<file path="config.mk">
export PLATFORM = sky130hd
export DESIGN_NAME = instr_fetch_queue
export DESIGN_NICKNAME = d
export VERILOG_FILES = /design/src/rtl/riscv_pkg.sv /design/src/rtl/sync_fifo.sv /design/src/rtl/instr_fetch_queue.sv
export SDC_FILE = /design/constraint.sdc
export NUM_CORES = 1
export LEC_CHECK = 0
export BUFFER_PORTS_ARGS = -buffer_cell sky130_fd_sc_hd__buf_2
export CAP_MARGIN = 20
export CORE_MARGIN = 2
export CORE_UTILIZATION = 61
export CTS_BUF_LIST = sky130_fd_sc_hd__clkbuf_4 sky130_fd_sc_hd__clkbuf_8
export DETAILED_ROUTE_END_ITERATION = 8
export PLACE_DENSITY = 0.82
export SLEW_MARGIN = 25
export SYNTH_ARGS = -nofsm -noshare
export SYNTH_HDL_FRONTEND = slang
export SYNTH_SLANG_ARGS = --single-unit
export TNS_END_PERCENT = 100
</file>
<file path="constraint.sdc">
create_clock -name clk -period 2.67 [get_ports clk]
set_input_delay 0 -clock clk [delete_from_list [all_inputs] [get_ports clk]]
set_output_delay 0 -clock clk [all_outputs]
set_load 0.05 [all_outputs]
</file>
<file path="src/rtl/riscv_pkg.sv">
// Shared constants and the decode-queue entry layout for the fetch stage.
package riscv_pkg;

   localparam int          XLEN      = 32;
   localparam logic [31:0] RESET_PC  = 32'h8000_0000;
   localparam logic [31:0] NOP_INSTR = 32'h0000_0013;

   // One buffered instruction as presented to decode: {err, pc, instr} = 65 bits.
   typedef struct packed {
      logic            err;
      logic [XLEN-1:0] pc;
      logic [XLEN-1:0] instr;
   } fetch_entry_t;

endpackage

</file>
<file path="src/rtl/sync_fifo.sv">
// Small synchronous FIFO with clear. Occupancy is tracked by an explicit
// counter so empty/full never depend on pointer comparison. The read port is
// the head entry, shown combinationally; storage resets to RESET_VAL so the
// head has a defined value straight out of reset.
module sync_fifo #(
   parameter int             WIDTH     = 32,
   parameter int             DEPTH     = 4,
   parameter logic [WIDTH-1:0] RESET_VAL = '0
) (
   input  logic                       clk,
   input  logic                       rst_n,
   input  logic                       clear,
   input  logic                       push,
   input  logic                       pop,
   input  logic [WIDTH-1:0]           wdata,
   output logic [WIDTH-1:0]           rdata,
   output logic [$clog2(DEPTH+1)-1:0] count
);

   localparam int PW = (DEPTH > 1) ? $clog2(DEPTH) : 1;
   localparam int CW = $clog2(DEPTH+1);

   logic [WIDTH-1:0] mem [DEPTH];
   logic [PW-1:0]    wr_ptr;
   logic [PW-1:0]    rd_ptr;

   // Pointers wrap explicitly at DEPTH-1 so non-power-of-2 depths also work.
   function automatic logic [PW-1:0] next_ptr(input logic [PW-1:0] p);
      return (p == PW'(DEPTH-1)) ? '0 : p + PW'(1);
   endfunction

   assign rdata = mem[rd_ptr];

   // Storage, pointers and occupancy; clear empties the FIFO but keeps storage.
   always_ff @(posedge clk or negedge rst_n) begin
      if (!rst_n) begin
         wr_ptr <= '0;
         rd_ptr <= '0;
         count  <= '0;
         for (int i = 0; i < DEPTH; i++) mem[i] <= RESET_VAL;
      end else if (clear) begin
         wr_ptr <= '0;
         rd_ptr <= '0;
         count  <= '0;
      end else begin
         if (push) begin
            mem[wr_ptr] <= wdata;
            wr_ptr      <= next_ptr(wr_ptr);
         end
         if (pop) rd_ptr <= next_ptr(rd_ptr);
         if (push && !pop)      count <= count + CW'(1);
         else if (pop && !push) count <= count - CW'(1);
      end
   end

endmodule

</file>
<file path="src/rtl/instr_fetch_queue.sv">
// Instruction fetch stage: issues reads at current_PC, tracks the PC of each
// accepted request, and buffers returned words for decode in order.
//
// Handshakes: imem side transfers a request when imem_req && imem_gnt in the
// same cycle (req/addr stay stable until then unless flushed); responses come
// back in order on imem_rvalid. Decode side transfers the head entry when
// dec_valid && dec_ready; outputs hold while the head is not taken.
//
// A request is only issued when the decode queue is guaranteed a slot for its
// response (queued + outstanding < DEPTH), so responses are never dropped for
// lack of space. On flush, every response still in flight is counted into
// drop_cnt and discarded on arrival.
module instr_fetch_queue
   import riscv_pkg::*;
#(
   parameter int DEPTH     = 4,
   parameter int MAX_OUTST = 2
) (
   input  logic            clk,
   input  logic            rst_n,
   input  logic [XLEN-1:0] current_PC,
   input  logic            flush,
   output logic            pc_advance,
   output logic            imem_req,
   output logic [XLEN-1:0] imem_addr,
   input  logic            imem_gnt,
   input  logic            imem_rvalid,
   input  logic [XLEN-1:0] imem_rdata,
   input  logic            imem_err,
   output logic            dec_valid,
   input  logic            dec_ready,
   output logic [XLEN-1:0] dec_instr,
   output logic [XLEN-1:0] dec_pc,
   output logic            dec_err
);

   localparam int QCW = $clog2(DEPTH+1);
   localparam int OCW = $clog2(MAX_OUTST+1);
   localparam int SW  = ((QCW > OCW) ? QCW : OCW) + 1;
   localparam fetch_entry_t ENTRY_RESET = '{err: 1'b0, pc: RESET_PC, instr: NOP_INSTR};

   logic [QCW-1:0]  q_cnt;
   logic [OCW-1:0]  trk_cnt;
   logic [OCW-1:0]  outst_cnt;
   logic [OCW-1:0]  drop_cnt;
   logic [XLEN-1:0] trk_pc;
   fetch_entry_t    q_wdata;
   fetch_entry_t    q_head;
   logic            credit_ok;
   logic            grant;
   logic            rsp;
   logic            q_push;
   logic            q_pop;

   assign credit_ok  = ((SW'(q_cnt) + SW'(outst_cnt)) < SW'(DEPTH)) &&
                       (outst_cnt < OCW'(MAX_OUTST));
   // Request is held low while in reset so nothing is issued before release.
   assign imem_req   = rst_n && !flush && credit_ok;
   assign imem_addr  = current_PC;
   assign grant      = imem_req && imem_gnt;
   assign pc_advance = grant;

   // A response only counts when something is actually outstanding; stray
   // rvalid right after reset is ignored.
   assign rsp    = imem_rvalid && (outst_cnt != '0) && (trk_cnt != '0);
   assign q_push = rsp && (drop_cnt == '0) && !flush;

   assign dec_valid = (q_cnt != '0) && !flush;
   assign q_pop     = dec_valid && dec_ready;

   assign q_wdata   = '{err: imem_err, pc: trk_pc, instr: imem_rdata};
   assign dec_instr = q_head.instr;
   assign dec_pc    = q_head.pc;
   assign dec_err   = q_head.err;

   // PC of every accepted request, popped as its response arrives (kept or dropped).
   sync_fifo #(
      .WIDTH     (XLEN),
      .DEPTH     (MAX_OUTST),
      .RESET_VAL ('0)
   ) u_trk_fifo (
      .clk   (clk),
      .rst_n (rst_n),
      .clear (1'b0),
      .push  (grant),
      .pop   (rsp),
      .wdata (current_PC),
      .rdata (trk_pc),
      .count (trk_cnt)
   );

   // Decode queue; flush empties it at the end of the flush cycle.
   sync_fifo #(
      .WIDTH     ($bits(fetch_entry_t)),
      .DEPTH     (DEPTH),
      .RESET_VAL (ENTRY_RESET)
   ) u_dec_queue (
      .clk   (clk),
      .rst_n (rst_n),
      .clear (flush),
      .push  (q_push),
      .pop   (q_pop),
      .wdata (q_wdata),
      .rdata (q_head),
      .count (q_cnt)
   );

   // Outstanding-request count and number of pre-flush responses still to discard.
   always_ff @(posedge clk or negedge rst_n) begin
      if (!rst_n) begin
         outst_cnt <= '0;
         drop_cnt  <= '0;
      end else begin
         if (grant && !rsp)      outst_cnt <= outst_cnt + OCW'(1);
         else if (rsp && !grant) outst_cnt <= outst_cnt - OCW'(1);

         if (flush)                        drop_cnt <= outst_cnt - (rsp ? OCW'(1) : OCW'(0));
         else if (rsp && drop_cnt != '0)   drop_cnt <= drop_cnt - OCW'(1);
      end
   end

endmodule

</file>
==> results of run 1 <==
[worst max-delay path, cell delays in order, from the launching register on]
cell,delay (ns)
dfrtp_1,0.40
ha_1,0.20
or4b_4,0.50
or4b_4,0.57
clkinvlp_4,0.11
buf_4,0.19
[routing by layer]
layer | share of wire (%) | vias up | wire [µm] | track usage [%]
met5 | 0 | - | 0 | 0
met4 | 1.6 | 0 | 481 | 7.125
met3 | 4.1 | 45 | 1274 | 4.052
met2 | 50 | 231 | 15350 | 41.66
met1 | 44 | 4771 | 13620 | 34.83
li1 | - | 4195 | - | -
[registers in the layout (all words and copies together) (netlist names)]
| register | cells |
|---|---|
| drop_cnt | 2 |
| outst_cnt | 2 |
| u_dec_queue.count | 3 |
| u_dec_queue.mem | 260 |
| u_dec_queue.rd_ptr | 2 |
| u_dec_queue.wr_ptr | 2 |
| u_trk_fifo.count | 2 |
| u_trk_fifo.mem | 64 |
| u_trk_fifo.rd_ptr | 1 |
| u_trk_fifo.wr_ptr | 1 |
[placed cells by master, fill, tap and decap left out, types with 3 or more instances in the layout]
cell	n
dfrtp_1	320
mux2_2	169
buf_2	168
nand2_1	131
o21ai_0	129
dlygate4sd3_1	70
clkbuf_8	66
mux4_2	65
mux2i_1	35
mux2_4	30
clkbuf_4	27
dfstp_2	16
buf_12	12
nor2_1	11
buf_4	9
inv_1	8
ha_1	8
xor2_1	7
xnor2_1	6
nand4b_1	4
nor2b_1	3
[power groups by stage]
stage	Clock, mW	Combinational (mW)	Sequential, mW
after floorplan	0	5.06	7.21
after global placement	0	6.13	7.46
after detailed placement	0	6.33	7.57
after CTS	4.67	6.43	7.50
after global routing	4.92	6.85	7.68
final	4.57	6.40	7.52
[final timing paths]
kind,startpoint,to,slack [ns],depth (start not counted)
min in group clk,current_PC[5],u_trk_fifo.mem[37],0.18,3
max in group asynchronous,rst_n,u_dec_queue.mem[49],1.04,5
min reg2reg,u_dec_queue.mem[174],u_dec_queue.mem[174],0.47,2
min,rst_n,u_dec_queue.mem[141],0.16,3
max reg2reg,u_dec_queue.count[1],u_trk_fifo.mem[60],0.16,6
max,u_dec_queue.count[1],pc_advance,0.13,5
[cells in the mapped netlist (4+ instances only)]
library cell,n,area (µm²)
xor2_1,7,61.31
mux4_2,65,1464
buf_1,7,26.28
dfstp_2,16,420.4
buf_2,7,35.03
ha_1,8,100.1
xnor2_1,6,52.55
nand4b_1,4,35.03
o21ai_0,129,645.6
dfrtp_1,323,8083
buf_4,32,240.2
nand2_1,131,491.7
nor2_1,11,41.29
inv_1,9,33.78
mux2_2,169,1903
mux2_4,30,450.4
clkbuf_1,52,195.2
mux2i_1,35,350.3
[timing repair]
item | CTS | global route
hold endpoints to repair | 356 | 0
setup endpoints to repair | 0 | 1
gates resized for setup | 0 | 2
hold buffers | 70 | 0
[layout make-up]
class	count	area, µm²	share of cell area (%)
inverters	9	37.54	0.2111
well taps	324	405.4	2.280
flip-flops and latches	339	8512	47.87
multi-input cells	616	5784	32.53
repair buffers	261	1892	10.64
clock buffers	93	1111	6.249
clock inverters	4	38.79	0.2181
[cells by family (layout without fill, tap and decap cells)]
logic type      after synthesis  in the layout
flops                       339            339
mux                         299            299
simple gates                162            162
compound gates              133            133
buf+inv                     110            367
xor+xnor                     13             13
fa+ha+maj                     9              9
[stage by stage]
stage               total power, mW  worst slack (ns)  hold slack, ns  instance area [µm²]  std cells
floorplan                     12.27           0.09278         -0.2956                14860       1065
global placement              13.59            0.1893          0.2267                15900       1478
detailed placement            13.90            0.1630          0.2323                15900       1478
CTS                           18.60           0.03226          0.1561                17750       1645
global route                  19.45           0.01878          0.1848                17780       1646
finish                        18.49            0.1329          0.1599                17780       1646
==> impl_metrics.toml, run 1 <==
[status]
status = "complete, no violations"

[yosys]
synth_area_mm2 = 0.01485
synthAdderAreaFrac_pct = 0.8090
yosysUniqueCellTypes = 33
synth_top_flop_cell = "dfrtp_1"
synthMuxAreaShare_pct = 28.07
synth-simple-area-share_pct = 4.660
ys_async_sr_fraction_pct = 100.0
synth_edf_count = 0
synth_top_family_by_area = "multiplexers"
synth-compound-area-share_pct = 4.542
syn_inst = 1065
synth_warnings = 0
synth_xor_area_share_pct = 0.7669
ys_seq_area_share_pct = 57.27
synth_area_per_cell_um2 = 13.94
ys_ff_latch = 339
syn-num-nets = 1145

[power_and_ir_drop]
p_sw_mw = 6.662
ir_drop_v = 0.0005683
pwr_density_cell_mw_per_mm2 = 1040
p_sw_share_pct = 36.02
comb_power_share_pct = 34.6
p_clk_share_pct = 24.7
internal_power_mw = 11.83
p_leak_nw = 8.488
pwr-share-seq_pct = 40.7

[timing]
tightestPinTransition_ns = 0.8370
finalClockSkew_ns = 0.03766
finalHoldViolCount = 0
fin_crit_sh_pct = 95.02
setup_violations = 0
timing.fmax_mhz = 394.2
slew_viol_final = 0
max_slew_margin_pct = 44.20
fin_crit_ns = 2.537
grt_setup_unrepaired = "no"
fin_setup_tns_ns = 0

[clocking]
cts_buffers = 54
insertion_delay_ns = 0.60
cts_max_level = 2
cts_tree = "done"
ctsLongestPathBuffers = 3
cts_root_buf = "clkbuf_8"
clkTransAtPathRegs_ns = 0.06
clock-sinks = 339
cts_setup_buffers = 0

[drt]
drc_errors = 0
vias_per_cell = 5.615
wl_um = 30730
route.vias.total = 9242
dr.pass1.iters = 4
ant_nets = 0
drt_iter0_drc = 751
wl_per_cell_um = 18.67

[hold_path]
min_path_type = "in -> async"

[layout]
layout-drive-gt1-share_pct = 43.80
nets = 1361
num-fill-cells = 1559
fin_util_pct = 73.76
area_growth_pct = 19.76
diodes = 0

[critical_path]
crit_path_end_kind = "primary output"
crit_type = "reg -> out"
crit_fanout = 3
arrival_ns = 2.54
crit_required_ns = 2.67
crit_path_start_kind = "register"

[grt]
grt_max_degree = 186
antenna_found_initial = 0
grt_usage_pct = 25.04
grt_overflow = 0
grt_pass1_vias = 10020
grt_pass1_wl_um = 51110

[floorplanning]
die_area_mm2 = 0.02560
start_util_pct = 61.59
coreArea_mm2 = 0.02411
die_w_um = 160.0
io-pin-count = 171
num_rows = 57
die_h_um = 160.0

[placement]
dp_hpwl_um = 18540
gp_congestion = 0.7286
portBuffers = 170

[run]
drv_cap = 0
Note: power is estimated with default switching activity, not from simulation.
==> run 2: changes to the inputs <==
==> constraint.sdc (replaced) <==
create_clock -name clk -period 2.67 [get_ports clk]
set_input_delay 0 -clock clk [delete_from_list [all_inputs] [get_ports clk]]
set_output_delay 0 -clock clk [all_outputs]
set_load 0.005 [all_outputs]
==> impl_metrics.toml, run 2 (synthesis results as in run 1) <==
[drt]
wl_per_cell_um = 19.44
wl_um = 32080
ant_nets = 0
vias_per_cell = 5.660
drt_iter0_drc = 525
dr.pass1.iters = 5
drc_errors = 0
route.vias.total = 9339

[layout]
largest_reg_flops = 260
final_common_cell = "dfrtp_1"
final_cell_mix = "320 x dfrtp_1, 169 x mux2_2, 169 x buf_2, 131 x nand2_1, 129 x o21ai_0"
area_growth_pct = 20.02
top_regs = "u_dec_queue.mem: 260 flops, u_trk_fifo.mem: 64 flops, u_dec_queue.count: 3 flops"
diodes = 0
final_area_mm2 = 0.01782
nets = 1364
layout-drive-gt1-share_pct = 43.82
top_register = "u_dec_queue.mem"

[timing]
max_slew_margin_pct = 56.85
finalHoldViolCount = 10
tightestPinTransition_ns = 0.6473
timing.fmax_mhz = 396.5
setup_violations = 0
finalClockSkew_ns = 0.02441
fin_crit_sh_pct = 94.46
slew_viol_final = 0
fin_setup_tns_ns = 0
fin_crit_ns = 2.522
grt_setup_unrepaired = "no"
hold_ws_ns = -0.009134

[hold_path]
min_path_type = "in -> async"

[clocking]
cts_root_buf = "clkbuf_8"
insertion_delay_ns = 0.59
clock-sinks = 339
ctsLongestPathBuffers = 3
cts_tree = "done"
clkTransAtPathRegs_ns = 0.06
cts_buffers = 54
cts_max_level = 2

[critical_path]
path_buf_inv = 1
crit_required_ns = 3.13
crit_cells = 6
crit_fanout = 24
crit_path_start_kind = "register"
crit_chain = "ha_1 -> or4b_4 -> or4b_4 -> nor2_8 -> buf_12 -> mux2_4"
crit_top_cell = "or4b_4"
arrival_ns = 2.98
crit_family = "simple AND/OR/NAND/NOR gates"
r2r_cells = 6
crit_path_end_kind = "register"
crit_type = "reg -> reg"
slowest_stage = "or4b_4"
max_stage_delay_ns = 0.56

[floorplanning]
start_util_pct = 61.59
die_area_mm2 = 0.02560
coreArea_mm2 = 0.02411
num_rows = 57
die_w_um = 160.0
io-pin-count = 171
die_h_um = 160.0

[grt]
grt.busiest_layer = "met2"
grt_pass1_vias = 9979
use_met1_pct = 36.03
grt_overflow = 0
grt_usage_pct = 25.98
grt_max_degree = 191
grt_util_met2_pct = 42.64
use_met3_pct = 4.649
grt_pass1_wl_um = 52640
antenna_found_initial = 0

[status]
violations = "hold timing"
status = "finished with violations"

[power_and_ir_drop]
p_leak_nw = 8.513
pwr_density_cell_mw_per_mm2 = 940.3
ir_drop_v = 0.0005801
finalPower_mw = 16.76

[placement]
portBuffers = 170
dp_hpwl_um = 18600
gp_congestion = 0.7313
placed_cell_area_mm2 = 0.01587

[run]
drv_cap = 0
==> run 2: layer usage <==
layer	up-vias	share of wire, %
li1	4210	-
met1	4839	43
met2	240	50
met3	50	4.3
met4	0	2.1
met5	-	0
==> run 2: report_power, final <==
| part | total [mW] | switching [mW] | internal, mW |
|---|---|---|---|
| Clock | 4.67 | 2.00 | 2.67 |
| Sequential | 7.55 | 0.922 | 6.63 |
| Combinational | 4.53 | 1.99 | 2.55 |
| Total | 16.8 | 4.91 | 11.8 |
==> run 2: per-stage QoR <==
| step | util, % | worst slack [ns] | instances |
|---|---|---|---|
| 6_report | 73.92 | 0.1479 | 1650 |
| 5_1_grt | 73.92 | 0.06672 | 1650 |
| 4_1_cts | 73.64 | 0.1473 | 1647 |
| 3_5_place_dp | 65.83 | 0.1609 | 1479 |
| 3_3_place_gp | 65.83 | 0.2067 | 1479 |
| 2_1_floorplan | - | 0.3045 | 1065 |
==> run 2: path summary, 6_finish.rpt <==
check | from | endpoint | slack (ns)
min reg2reg | u_trk_fifo.count[1] | u_trk_fifo.count[1] | 0.47
min in group clk | current_PC[7] | u_trk_fifo.mem[39] | 0.20
max | outst_cnt[1] | u_trk_fifo.mem[50] | 0.15
min | rst_n | u_dec_queue.count[0] | -0.009
max reg2reg | outst_cnt[1] | u_trk_fifo.mem[50] | 0.15
max in group asynchronous | rst_n | u_dec_queue.mem[233] | 1.05
==> run 2: what timing repair did <==
action                    in CTS  in global routing
gates resized for setup        0                  0
setup buffers                  0                  0
hold endpoints to repair     391                  0
hold buffers                  70                  0
==> run 2: worst min-delay path, delay by kind of cell <==
kind / cells / cell delay [ns]
buf+inv: 3 / 0.96
==> run 2: cell type report <==
class                      count  area, µm²
clock buffer                  90       1132
tap                          324      405.4
sequential                   339       8512
timing repair buffer         264       1912
inverter                       9      33.78
clock inverter                 8      51.30
multi-input combinational    616       5773
fill                        1510       6286
